==> src/rtl/fib_pkg.sv <==
// Shared constants, state encoding and small index helpers for the Fibonacci-code
// (Zeckendorf) word generator and any bench or block that consumes its words.
package fib_pkg;

  localparam int CODE_W    = 4;
  localparam int IDX_W     = 3;
  localparam int NUM_CODES = 8;

  // All 4-bit words with no two adjacent ones, in ascending order.
  localparam logic [CODE_W-1:0] FIB_CODES [NUM_CODES] = '{
    4'd0, 4'd1, 4'd2, 4'd4, 4'd5, 4'd8, 4'd9, 4'd10
  };

  typedef enum logic [1:0] {
    IDLE    = 2'd0,
    WAIT    = 2'd1,
    PRESENT = 2'd2
  } state_t;

  function automatic logic [IDX_W-1:0] idx_step(input logic [IDX_W-1:0] i,
                                                input logic             down);
    return down ? (i - IDX_W'(1)) : (i + IDX_W'(1));
  endfunction

  // True when stepping from i in the given direction crosses the list boundary.
  function automatic logic is_wrap_step(input logic [IDX_W-1:0] i,
                                        input logic             down);
    return down ? (i == '0) : (i == IDX_W'(NUM_CODES - 1));
  endfunction

  function automatic logic has_adjacent_ones(input logic [CODE_W-1:0] c);
    return (c & (c >> 1)) != '0;
  endfunction

endpackage

==> src/rtl/fib_code_lut.sv <==
// Combinational index-to-word lookup into the Fibonacci-code list.
// Kept standalone so benches and neighbouring blocks can reuse the same table.
module fib_code_lut
  import fib_pkg::*;
(
  input  logic [IDX_W-1:0]  i_idx,
  output logic [CODE_W-1:0] o_code
);

  assign o_code = FIB_CODES[i_idx];

endmodule

==> src/rtl/fib_code_gen.sv <==
// Fibonacci-code word generator: steps the code list up/down, one word per
// valid/ready handshake, with a TICK_DIV-cycle gap. FIB_SELFCHECK_EN adds a sticky checker.
module fib_code_gen
  import fib_pkg::*;
#(
  parameter int TICK_DIV = 1,
  parameter bit ONESHOT  = 1'b0
) (
  input  logic              clk,
  input  logic              reset,
  input  logic              start,
  input  logic              stop,
  input  logic              dir,
  input  logic              load,
  input  logic [IDX_W-1:0]  load_idx,
  input  logic              out_ready,
  output logic              out_valid,
  output logic [CODE_W-1:0] code,
  output logic [IDX_W-1:0]  idx,
  output logic              busy,
  output logic              wrap_pulse,
  output logic              done,
  output logic              err
);

  localparam logic [7:0] CNT_INIT = 8'(TICK_DIV - 1);

  state_t             r_state;
  state_t             w_state_nxt;
  logic [7:0]         r_cnt;
  logic [7:0]         w_cnt_nxt;
  logic [IDX_W-1:0]   r_idx;
  logic [IDX_W-1:0]   w_idx_nxt;
  logic [CODE_W-1:0]  r_code;
  logic [CODE_W-1:0]  w_code_nxt;
  logic               r_wrap;
  logic               r_done;
  logic               w_wrap_nxt;
  logic               w_done_nxt;
  logic               w_hs;
  logic               w_term;
  logic               w_load_ok;
  logic               w_start_ok;

  assign w_hs       = (r_state == PRESENT) && out_ready;
  assign w_term     = ONESHOT && is_wrap_step(r_idx, dir);
  assign w_load_ok  = (r_state == IDLE) && load;
  assign w_start_ok = (r_state == IDLE) && start && !stop;

  always_ff @(posedge clk or posedge reset) begin
    if (reset) begin
      r_state <= IDLE;
      r_cnt   <= '0;
    end else begin
      r_state <= w_state_nxt;
      r_cnt   <= w_cnt_nxt;
    end
  end

  always_comb begin
    w_state_nxt = r_state;
    w_cnt_nxt   = r_cnt;
    unique case (r_state)
      IDLE: begin
        if (w_start_ok) begin
          if (TICK_DIV <= 1) begin
            w_state_nxt = PRESENT;
          end else begin
            w_state_nxt = WAIT;
            w_cnt_nxt   = CNT_INIT;
          end
        end
      end
      WAIT: begin
        if (r_cnt <= 8'd1) begin
          w_state_nxt = PRESENT;
          w_cnt_nxt   = '0;
        end else begin
          w_cnt_nxt   = r_cnt - 8'd1;
        end
      end
      PRESENT: begin
        if (w_hs) begin
          if (w_term) begin
            w_state_nxt = IDLE;
          end else if (TICK_DIV <= 1) begin
            w_state_nxt = PRESENT;
          end else begin
            w_state_nxt = WAIT;
            w_cnt_nxt   = CNT_INIT;
          end
        end
      end
      default: begin
        w_state_nxt = IDLE;
        w_cnt_nxt   = '0;
      end
    endcase
    // Abort wins over everything, but a coincident handshake still advances idx below.
    if (stop) begin
      w_state_nxt = IDLE;
    end
  end

  // Index/flag datapath: load happens before a same-cycle start, so start uses the loaded idx.
  always_comb begin
    w_idx_nxt  = r_idx;
    w_wrap_nxt = 1'b0;
    w_done_nxt = 1'b0;
    if (w_load_ok) begin
      w_idx_nxt = load_idx;
    end
    if (w_hs) begin
      if (w_term) begin
        w_done_nxt = 1'b1;
      end else begin
        w_idx_nxt  = idx_step(r_idx, dir);
        w_wrap_nxt = is_wrap_step(r_idx, dir);
      end
    end
  end

  // Looking up the next index keeps the registered code aligned with idx every cycle.
  fib_code_lut u_lut (
    .i_idx  (w_idx_nxt),
    .o_code (w_code_nxt)
  );

  always_ff @(posedge clk or posedge reset) begin
    if (reset) begin
      r_idx  <= '0;
      r_code <= '0;
      r_wrap <= 1'b0;
      r_done <= 1'b0;
    end else begin
      r_idx  <= w_idx_nxt;
      r_code <= w_code_nxt;
      r_wrap <= w_wrap_nxt;
      r_done <= w_done_nxt;
    end
  end

  always_comb begin
    out_valid = (r_state == PRESENT);
    busy      = (r_state != IDLE);
  end

  assign code       = r_code;
  assign idx        = r_idx;
  assign wrap_pulse = r_wrap;
  assign done       = r_done;

`ifdef FIB_SELFCHECK_EN
  logic r_err;

  always_ff @(posedge clk or posedge reset) begin
    if (reset) begin
      r_err <= 1'b0;
    end else if (out_valid && has_adjacent_ones(r_code)) begin
      r_err <= 1'b1;
    end
  end

  assign err = r_err;
`else
  assign err = 1'b0;
`endif

endmodule

==> config.mk <==
export PLATFORM = sky130hd
export DESIGN_NAME = fib_code_gen
export DESIGN_NICKNAME = d
export VERILOG_FILES = /design/src/rtl/fib_pkg.sv /design/src/rtl/fib_code_lut.sv /design/src/rtl/fib_code_gen.sv
export SDC_FILE = /design/constraint.sdc
export NUM_CORES = 1
export LEC_CHECK = 0
export CAP_MARGIN = 0
export CORE_AREA = 5 5 42 44
export CTS_BUF_LIST = sky130_fd_sc_hd__clkbuf_16
export DETAILED_ROUTE_END_ITERATION = 8
export DIE_AREA = 0 0 47 49
export PLACE_DENSITY = 0.74
export SYNTH_ARGS = -nofsm -noshare
export SYNTH_HDL_FRONTEND = slang
export SYNTH_SLANG_ARGS = --single-unit
==> constraint.sdc <==
create_clock -name clk -period 3.57 [get_ports clk]
set_input_delay 1.071 -clock clk [delete_from_list [all_inputs] [get_ports clk]]
set_output_delay 1.071 -clock clk [all_outputs]
set_load 0.05 [all_outputs]
==> metrics <==
CTS resizes=0; fillcell total=139; DRC viols=0; I/O pins=22; die width=47 µm; antenna-violating nets left=0; XOR/XNOR Fraction of Synth Area=approximately 3.3%; cell family with the largest share of critical-path delay=buffers and inverters; Setup Buffers After CTS=0; Worst-Margin Slew=0.509 ns; P_leak=around 0.34 nW; RSZ-0062 raised after global routing=no; Commonest cells post-synth=dfrtp_1 (9), mux2i_1 (5), buf_4 (3), nand2b_1 (3); TritonCTS buffer count=3; clk root buf=clkbuf_16; Switching Share=37.4%; Max Freq=0.364 GHz; async set-reset flop share out of synthesis=100%; CP required=2.50 ns; pre-CTS WS=0.583 ns; Cell variety after synth=26; Worst-path clk slew=0.04 ns; dominant synthesized flop cell=dfrtp_1; r2r setup slk=1.77 ns; Yosys reg bits=9; Vias/cell=about 4.8; Area contributors post-synth=dfrtp_1 (43%), mux2i_1 (9.6%), buf_4 (4.3%), fa_1 (3.8%), nand2b_1 (3.6%); CP startpoint kind=flip-flop; Final WS setup=0.822 ns; Post-synth EDFFs=0; multi-input logic area=256 µm²; internal power=approximately 370 µW; share of the synthesized area in the top cell type=43.1%; die height=49 µm; power density over the cells=748 mW/mm²; endpoints failing hold=0; clk_skew=0.00154 ns; post-synthesis compound-gate area fraction=under 10%; hold_buf cts=0; initial antenna violation count=0; HPWL Detailed=786 µm; first-pass GRT wire length=1720 µm; Syn-to-layout area delta=49.8%; vias in the first global route=around 370; sequential share of power=25.1%; GRT Residual Overflow=0; Worst Setup End Kind=primary output; crit path max fanout=11; Adder-Cell Fraction of Synth Area=3.83%; Pre-antenna DRT Iters=1; Max IR drop VDD=about 0.00055 V; Setup Total Neg Slack=0 ns; NetSw=219 µW; final-report setup violation count=0; sequential-to-total area share from yosys stat=43.1%; crit-path cells=clkdlybuf4s50_1; synth warn=0; CTS Buffer Depth=2; syn_area_per_cell=~11 µm²; CTS sink count=9; Worst path slowest cell=clkdlybuf4s50_1; combinational share of power=41.2%; global-route usage over all layers=10.9%; leading area contributor after synthesis=dfrtp_1; Final Total Pwr=586 µW; TritonCTS clock tree=done; crit path buf inv count=1; Routed WL=~1000 µm; row count=14; initial core utilization=37.3%; largest net degree at the start of global routing=12; min Tclk post-route=2.75 ns; slowest cell delay on critical path=0.88 ns; critical path arrival=1.68 ns; share of layout cells above drive strength 1=15.2%; Min-Delay Path Class=flip-flop to flip-flop; Buffers on Ports=19; Slew HR=about two thirds; Setup CP Type=flip-flop to primary output; DRT iter0 DRCs=0; Max Cap Violations=0; mux contribution to synthesized area=around 17%; Mapped Cells=46; simple-gate area share of the yosys netlist=18.9%; status=complete, no violations; most common cell in the netlist=dfrtp_1; RD Place Congestion=0.698; routed via count=393; Final #Nets=a little under 80; diode count=0; Core ar.=0.00140 mm²; sequential cell area=between 200 and 250 µm²; Clk Latency, worst-skew pair=0.23 ns; Slew Limit Fails=0; largest family of logic cells by synthesized area=simple AND/OR/NAND/NOR gates; Die Area=0.00230 mm²; # H-tree levels=1; clock share of power=33.6%; cell area after synthesis=523 µm²; routed len/inst=12.6 µm; period utilisation layout=77.0%
tightest hold or removal path, stage by stage (launching register included):
cell and delay, ns:
dfrtp_1 0.42, nand4b_1 0.11, a21oi_1 0.06
cell families after synthesis:
family,count (synthesis)
AND/OR/NAND/NOR,15
flip-flops,9
multiplexers,8
buffers and inverters,7
AO/OA/AOI/OAI,3
XOR/XNOR,2
adder cells (fa/ha/maj),1
other,1
power by group through the flow:
| stage | Combinational (mW) | Sequential, mW | Clock, mW |
|---|---|---|---|
| floorplan | 0.0811 | 0.236 | 0 |
| global placement | 0.240 | 0.149 | 0 |
| detailed placement | 0.243 | 0.149 | 0 |
| CTS | 0.245 | 0.148 | 0.202 |
| global route | 0.255 | 0.153 | 0.210 |
| finish | 0.242 | 0.147 | 0.197 |
metrics by stage:
step	utilization, %	cells	hold WS (ns)	area, µm²
floorplan	-	47	0.841	527
global placement	50.2	78	0.618	703
detailed placement	50.2	78	0.628	703
CTS	55.9	82	0.634	783
global route	55.9	82	0.691	783
finish	55.9	82	0.626	783
area by class of cell:
| cell class | count | share of cell area (%) |
|---|---|---|
| multi-input combinational | 31 | 32.7 |
| sequential | 9 | 28.8 |
| timing repair buffer | 19 | 24.3 |
| clock buffer | 3 | 9.58 |
| tap | 16 | 2.56 |
| inverter | 3 | 1.44 |
| clock inverter | 1 | 0.639 |
sequential cells by signal, indices dropped and copies added, names as in the netlist:
signal	flops
wrap_pulse	1
idx	3
r_state	1
code	4
path summary, 6_finish.rpt:
check | startpoint | end | cells after the start
max | r_state[1] | out_valid | 1
max in group asynchronous | reset | code[0] | 2
min reg2reg | idx[1] | wrap_pulse | 2
min | idx[1] | wrap_pulse | 2
max reg2reg | idx[0] | code[2] | 5
min in group asynchronous | reset | r_state[1] | 2
placed cells by master, fill, tap and decap left out, types with 2 or more instances in the layout:
master,instances
clkdlybuf4s50_1,19
dfrtp_1,9
mux2i_1,5
nand2b_1,3
clkbuf_16,3
xnor2_1,2
inv_1,2
nand2_1,2
nor2_1,2
conb_1,2
metal layers:
layer	GRT usage (%)	wire, µm	vias up
met5	0	0	-
met4	9.68	36	0
met3	3.69	75	4
met2	14.3	534	9
met1	13.5	387	190
li1	-	-	190
No activity file was read; power rests on OpenSTA's default activity.
